**config.mk**
```make
export PLATFORM = sky130hd
export DESIGN_NAME = button_debouncer
export DESIGN_NICKNAME = d
export VERILOG_FILES = /design/src/rtl/debounce_pkg.sv /design/src/rtl/debounce_channel.sv /design/src/rtl/button_debouncer.sv
export SDC_FILE = /design/constraint.sdc
export NUM_CORES = 1
export LEC_CHECK = 0
export ABC_AREA = 1
export CORE_ASPECT_RATIO = 1.5
export CORE_MARGIN = 2
export CORE_UTILIZATION = 25
export CTS_BUF_LIST = sky130_fd_sc_hd__clkbuf_4 sky130_fd_sc_hd__clkbuf_8
export DETAILED_ROUTE_END_ITERATION = 12
export GPL_TIMING_DRIVEN = 0
export PLACE_DENSITY = 0.39
export REMOVE_ABC_BUFFERS = 1
export SLEW_MARGIN = 40
export SYNTH_ARGS = -nofsm -noshare
export SYNTH_HDL_FRONTEND = slang
export SYNTH_SLANG_ARGS = --single-unit
```
**constraint.sdc**
```tcl
create_clock -name clk -period 1.6 [get_ports clk]
set_input_delay 0.16 -clock clk [delete_from_list [all_inputs] [get_ports clk]]
set_output_delay 0.16 -clock clk [all_outputs]
set_load 0.01 [all_outputs]
```
**src/rtl/debounce_pkg.sv**
```systemverilog
// Shared types and constants for the button debouncer.
package debounce_pkg;

  // Per-channel debounce FSM states
  typedef enum logic [1:0] {
    STABLE_LOW   = 2'd0,
    CONFIRM_HIGH = 2'd1,
    STABLE_HIGH  = 2'd2,
    CONFIRM_LOW  = 2'd3
  } debounce_state_t;

  // Smallest stable_cycles that still leaves a confirm phase of at least one cycle
  localparam int unsigned MIN_STABLE_CYCLES = 2;

endpackage

```
**src/rtl/debounce_channel.sv**
```systemverilog
// Single-channel debouncer: four-state FSM plus a sample counter.
// A level change is accepted only after stable_cycles identical consecutive samples.
//
// state        | meaning
// STABLE_LOW   | accepted level 0, counter idle at 0
// CONFIRM_HIGH | input seen high, counting consecutive high samples
// STABLE_HIGH  | accepted level 1, counter idle at 0
// CONFIRM_LOW  | input seen low, counting consecutive low samples
module debounce_channel
  import debounce_pkg::*;
#(
  parameter int unsigned stable_cycles = 50000
) (
  input  logic clk,
  input  logic reset,
  input  logic sample,
  output logic debounced,
  output logic rise_pulse,
  output logic fall_pulse
);

  localparam int unsigned CW = $clog2(stable_cycles + 1);
  localparam logic [CW-1:0] TERMINAL = CW'(stable_cycles);

  debounce_state_t state, state_nxt;
  logic [CW-1:0]   count, count_nxt, count_inc;
  logic            confirm_done;
  logic            debounced_nxt, rise_nxt, fall_nxt;

  // count never exceeds stable_cycles-1, so the increment cannot wrap
  assign count_inc    = count + CW'(1);
  assign confirm_done = (count_inc == TERMINAL);

  // State, counter and registered outputs, all updated on the same edge
  always_ff @(posedge clk or posedge reset) begin
    if (reset) begin
      state      <= STABLE_LOW;
      count      <= '0;
      debounced  <= 1'b0;
      rise_pulse <= 1'b0;
      fall_pulse <= 1'b0;
    end else begin
      state      <= state_nxt;
      count      <= count_nxt;
      debounced  <= debounced_nxt;
      rise_pulse <= rise_nxt;
      fall_pulse <= fall_nxt;
    end
  end

  // Next-state and counter decode; counter falls back to 0 unless still confirming
  always_comb begin
    state_nxt = state;
    count_nxt = '0;
    unique case (state)
      STABLE_LOW: begin
        if (sample) begin
          state_nxt = CONFIRM_HIGH;
          count_nxt = CW'(1);
        end
      end
      CONFIRM_HIGH: begin
        if (!sample)           state_nxt = STABLE_LOW;
        else if (confirm_done) state_nxt = STABLE_HIGH;
        else                   count_nxt = count_inc;
      end
      STABLE_HIGH: begin
        if (!sample) begin
          state_nxt = CONFIRM_LOW;
          count_nxt = CW'(1);
        end
      end
      CONFIRM_LOW: begin
        if (sample)            state_nxt = STABLE_HIGH;
        else if (confirm_done) state_nxt = STABLE_LOW;
        else                   count_nxt = count_inc;
      end
      default: state_nxt = STABLE_LOW;
    endcase
  end

  // Output decode: a pulse fires exactly on the edge that completes a confirmation
  always_comb begin
    rise_nxt      = (state == CONFIRM_HIGH) && sample && confirm_done;
    fall_nxt      = (state == CONFIRM_LOW) && !sample && confirm_done;
    debounced_nxt = debounced;
    if (rise_nxt)      debounced_nxt = 1'b1;
    else if (fall_nxt) debounced_nxt = 1'b0;
  end

endmodule

```
**src/rtl/button_debouncer.sv**
```systemverilog
// Multi-channel button debouncer: one independent debounce_channel per input bit,
// with a combined change strobe across all channels.
module button_debouncer
  import debounce_pkg::*;
#(
  parameter int unsigned bits          = 1,
  parameter int unsigned stable_cycles = 50000
) (
  input  logic            clk,
  input  logic            reset,
  input  logic [bits-1:0] sync_in,
  output logic [bits-1:0] debounced,
  output logic [bits-1:0] rise_pulse,
  output logic [bits-1:0] fall_pulse,
  output logic            any_change
);

  // Reject configurations without a real confirm window
  if (stable_cycles < MIN_STABLE_CYCLES) begin : g_bad_cfg
    $error("button_debouncer: stable_cycles must be at least %0d", MIN_STABLE_CYCLES);
  end

  // One independent channel per input bit
  for (genvar i = 0; i < int'(bits); i++) begin : g_chan
    debounce_channel #(
      .stable_cycles(stable_cycles)
    ) u_chan (
      .clk       (clk),
      .reset     (reset),
      .sample    (sync_in[i]),
      .debounced (debounced[i]),
      .rise_pulse(rise_pulse[i]),
      .fall_pulse(fall_pulse[i])
    );
  end

  // Combined strobe straight from the registered pulses, no added latency
  always_comb begin
    any_change = |{rise_pulse, fall_pulse};
  end

endmodule

```
Yosys cells after proc, flatten, opt, wreduce, memory -nomap -nowiden
Cells that the tools add are included.

Input bits: 3. Output and inout port bits: 4. Logic and storage cells: 38. Register bits: 21.

Muxes and demuxes: 15. $add $sub $neg: 1. Equality and inequality tests: 8. Reductions and logical operators: 9.

Operators by type and width (count): one-hot mux 16 bit (4 select lines) (1); two-way mux 16 bit (3); adder 16 x 1 -> 16 bit, second input constant (1); == test 16 bit, second input constant (1); two-way mux 2 bit (6); one-hot mux 2 bit (4 select lines) (1); != test 3 x 2 -> 1 bit, second input constant (2); == test 2 bit, second input constant (2); logical AND 1 bit (4); two-way mux 1 bit (4); != test 2 bit, second input constant (2); AND reduction 4 bit (1); == test 2 x 1 -> 1 bit, second input constant (1); zero test 2 bit (1); nonzero test 2 bit (1); OR reduction 2 bit (1); zero test 1 bit (1).

Depth between registers and ports, before layout
Depth after elaboration: 5. Depth in mapped cells: 14. Depth with buffers taken out: 13.

Cells and area by module
Synthesis repeated with hierarchy kept, for this count alone.

Cell total of the unflattened synthesis: 200. Area, all modules: 1317.5 um2.

Modules (own cells, without submodules): debounce_channel (area each 1306.3 um2, cells each 197, seq. area each 525.5 um2, instances 1); button_debouncer (area each 11.3 um2, cells each 3, seq. area each 0.0 um2, instances 1).

Least setup slack after synthesis
No wires, ideal clock.

Path kind: register -> register. Start point: register g_chan[0].u_chan.count[0]. End point: register g_chan[0].u_chan.count[9]. Path buffers: 1. Cell stages (with the launch flop): 14. Data arrival time: 1.629 ns. Required time: 1.483 ns. Slack: -0.146 ns. Clock period less this slack: 1.746 ns. Setup time: 0.117 ns. Cell sequence: dfrtp_1 -> ha_1 -> nand2_1 -> nor2_2 -> nand2_1 -> nand2_1 -> nand3b_1 -> nor2_1 -> nand2_1 -> nor2_2 -> nand2_2 -> nand2_4 -> buf_12 -> nor2_1.

Cells in the longest elaborated chain, start to end: 5. Elaborated cells on any way between the ends: 6. Classes of those cells: add/sub: 1; eq/ne: 1; mux: 4.

Ends and longest elaborated chain: start: declaration (RTL line debounce_channel.sv:26) `logic [CW-1:0] count, count_nxt, count_inc;`; start signal: assignment (RTL line debounce_channel.sv:44) `count <= count_nxt;`; adder 16 x 1 -> 16 bit (*) (RTL line debounce_channel.sv:31) `assign count_inc = count + CW'(1);`; == test 16 bit (RTL line debounce_channel.sv:32) `assign confirm_done = (count_inc == TERMINAL);`; two-way mux 16 bit (*) (RTL line debounce_channel.sv:64, debounce_channel.sv:75); two-way mux 16 bit (on tied branches) (RTL line debounce_channel.sv:74, debounce_channel.sv:63); one-hot mux 16 bit (4 select lines) (*) (RTL line debounce_channel.sv:55) `unique case (state)`; named net g_chan[0].u_chan.count_nxt[9] (RTL line debounce_channel.sv:26).

The timed path passes the listed nets; every way through them passes the cells marked *. A chain may end at the register's enable or synchronous reset.

Worst setup path after layout
Start point: register g_chan[0].u_chan.count[0]. End point: register g_chan[0].u_chan.count[3].

The elaborated chain is that of the path after synthesis.

==> results.md <==
- Drt wl/cell: 12.4 µm
- Relative max-transition margin: 0.458
- CTS Buf Count: 3
- Final Hold Viols: 0
- Fmax: 552 MHz
- Post-Syn Area per Cell: 7.27 µm²
- Via/cell ratio: 4.31
- Clock power frac: 0.389
- Sequential element share of the synthesized area: 0.402
- TNS Setup: -3.75 ns
- Worst skew pair latency: 0.27 ns
- N_diodes: 0
- Critical Path RT: 1.77 ns
- Max cap viols: 0
- # clock sinks: 21
- H-tree levels: 1
- Switch share: 0.241
- Initial drt markers: 10
- Reg power frac: 0.546
- Routed via count: 1143
- Root Buffer: clkbuf_8
- Area occupied by multi-input gates: 797 µm²
- Max incr delay on CP: 0.41 ns
- Vias in the first global route: 1246
- Die Ht: 92.6 µm
- CP Buf/Inv Count: 2
- Leak: 0.724 nW
- Reg2reg setup slack: -0.21 ns
- Global-route wire length before repair: 5.71 mm
- Antenna-violating nets left: 0
- RSZ-0062 raised after global routing: yes
- Violated checks: negative setup slack
- TritonRoute pass-1 iters: 4
- RD Place Congestion: 0.754
- Crit path depth: 12
- Compound-Gate Fraction of Synth Area: 0.0134
- Grt total ovfl: 0
- Worst R2R Path Depth: 12
- CP Capture Point: g_chan[0].u_chan.count[3]
- Clock Path Buffers: 2
- Kind of critical path: register to register
- Logic pwr share: 0.065
- Largest fanout on the critical path: 7
- Drt total wl: 3.30 mm
- Ys flop type: dfrtp_1
- Final worst-path cycle share: 1.13
- Hold_ws: 0.220 ns
- Buffers on Ports: 6
- Async SR Flop Fraction: 1.00
- Fin Clk Skew: 0.00138 ns
- Hold Buf Count CTS: 0
- PD cells: 587 nW/µm²
- Hold crit path type: primary input to asynchronous set/reset pin
- Register area: 527 µm²
- Setup violators final: 21
- Crit. Startpoint: g_chan[0].u_chan.count[0]
- Synth unique cells: 24
- Post-synthesis mux area share: 0
- Status: finished, violations left
- Post-synth top area share: 0.402
- Final period demand of the worst path: 1.81 ns
- Worst r2r dst: g_chan[0].u_chan.count[3]
- Crit path DAT: 1.98 ns
- # IOs: 7
- GRT Total Usage: 0.128
- CTS clk-pin slew, worst paths: 0.08 ns
- CP cell instances: buf_6 -> inv_1 -> nor2_4 -> nand2_2 -> nor2_2 -> nand2_1 -> nand2_2 -> nand3b_1 -> nor2_2 -> nand2_4 -> nand2_8 -> nor2_2
- Die Wd: 63.1 µm
- Cells taking the most area after synthesis: dfrtp_1 40%, nand2_1 13%, inv_1 8.3%
- Crit-path slowest cell: dfrtp_1
- Setup crit end kind: register
- CTS tree: done
- Largest family of logic cells by synthesized area: simple AND/OR/NAND/NOR gates
- Pre-CTS WS: -0.470 ns
- Simple-gate share of the synthesized area: 0.448
- NetSw: 0.000239 W
- Core area: 5080 µm²
- Most numerous cell in the Yosys netlist: nand2_1
- Yosys warning total: 0
- Crit start category: register
- HPWL Detailed: 2.39 mm
- # nets final: 202
- Synthesis-to-finish area growth: 29.1%
- Worst slew pin tran: 0.810 ns
- Cell mode on critical path: nor2_2
- Post-Synth Adder-Cell Area: 0.00956
- Slew Viols, Final: 0
- P_int: 0.000752 W
- Die area: 5840 µm²
- Layout cell share with drive strength beyond 1: 0.320
- Post-Synth XOR/XNOR Area: 0.0258
- Num rows: 32
- Initial Util: 0.257
- CP delay by family, top: simple AND/OR/NAND/NOR gates
- Dominant cell type by area after synthesis: dfrtp_1
- Post-synth EDFFs: 0
- Mapped cell area: 1310 µm²
- DRC: 0
- Pin count of the biggest net entering global routing: 22
- Mapped Cells: 180
- Yosys reg bits: 21
- Worst vdd ir: 0.423 mV
- Initial antenna violation count: 0
- Worst reg2reg startpoint: g_chan[0].u_chan.count[0]
- Worst Slack Setup Final: -0.212 ns
- Fill cell count: 574
- Synth cell count leaders: 47 x nand2_1, 29 x inv_1, 27 x nor2_1
-- layout make-up --
type / count / share of cell area
multi-input cells: 129 / 0.472
flip-flops and latches: 21 / 0.312
repair buffers: 13 / 0.0704
inverters: 30 / 0.0667
well taps: 68 / 0.0504
clock buffers: 4 / 0.0289
-- registers in the layout, indices dropped and copies added, names as in the netlist, named ones only --
name                      cells
g_chan.u_chan.rise_pulse      1
g_chan.u_chan.state           1
g_chan.u_chan.fall_pulse      1
g_chan.u_chan.debounced       1
g_chan.u_chan.count          16
-- worst reg2reg max path, stage by stage (launching register included) --
cell	delay, ns
dfrtp_1	0.41
buf_6	0.13
inv_1	0.06
nor2_4	0.16
nand2_2	0.09
nor2_2	0.10
nand2_1	0.06
nand2_2	0.09
nand3b_1	0.13
nor2_2	0.17
nand2_4	0.13
nand2_8	0.14
nor2_2	0.05
-- timing repair --
item / 4_1_cts / 5_1_grt
endpoints found under the hold margin: 0 / 0
pin swaps: 13 / 8
gates cloned: 1 / 0
setup buffers: 4 / 3
resized for setup: 15 / 22
endpoints found under the setup margin: 21 / 22
-- power groups by stage --
stage / clock (W) / combinational, W / sequential [W]
after floorplan: 0 / 0.0000298 / 0.000550
after global placement: 0 / 0.0000446 / 0.000552
after detailed placement: 0 / 0.0000453 / 0.000552
after CTS: 0.000398 / 0.0000636 / 0.000541
after global routing: 0.000416 / 0.0000726 / 0.000542
final: 0.000386 / 0.0000644 / 0.000541
-- cell usage in the layout, fill, tap and decap left out, types with 2 or more instances in the layout --
| cell type | netlist | routed |
|---|---|---|
| nand2_1 | 47 | 36 |
| inv_1 | 29 | 27 |
| nor2_1 | 27 | 21 |
| dfrtp_1 | 21 | 20 |
| nand2_2 | 4 | 14 |
| nor2_2 | 14 | 13 |
| nor2_4 | 3 | 10 |
| nand3_1 | 12 | 9 |
| nand4_1 | 6 | 6 |
| buf_4 | 0 | 6 |
| clkdlybuf4s50_1 | 0 | 5 |
| nand3_2 | 1 | 3 |
| nand3b_1 | 3 | 3 |
| inv_2 | 1 | 3 |
| clkbuf_8 | 0 | 3 |
| nand2_8 | 0 | 2 |
-- metrics by stage --
stage | area [µm²] | util | std cells | power, W
after global routing | 1690 | 0.332 | 265 | 0.00103
after floorplan | 1290 | - | 179 | 0.000580
after detailed placement | 1430 | 0.282 | 253 | 0.000597
after global placement | 1430 | 0.282 | 253 | 0.000596
final | 1690 | 0.332 | 265 | 0.000991
after CTS | 1600 | 0.314 | 262 | 0.00100
-- routing by layer --
| metal | wire length [µm] | up-vias | track usage |
|---|---|---|---|
| met2 | 1970 | 9 | 0.252 |
| li1 | - | 585 | - |
| met3 | 50 | 5 | 0.0170 |
| met4 | 60 | 0 | 0.0741 |
| met5 | 0 | - | 0 |
| met1 | 1220 | 544 | 0.123 |
-- worst min path at each step --
stage	slack [ns]	startpoint	depth (start not counted)	endpoint
4_1_cts	0.24	reset	2	asynchronous set/reset pin
3_3_place_gp	0.47	g_chan[0].u_chan.debounced	2	g_chan[0].u_chan.debounced
5_1_grt	0.29	reset	2	g_chan[0].u_chan.count[3]
2_1_floorplan	0.14	reset	1	asynchronous set/reset pin
3_5_place_dp	0.46	g_chan[0].u_chan.debounced	2	g_chan[0].u_chan.debounced
6_report	0.22	reset	2	g_chan[0].u_chan.count[3]
-- kinds of logic (layout without fill, tap and decap cells) --
logic type	after synthesis	in the layout
buffers and inverters	31	47
and+or+nand+nor	121	122
xor gates and xnor gates	3	3
DFF	21	21
AOI/OAI and AO/OA	3	3
adders and majority gates	1	1
Power figures use the tool's default switching activity.
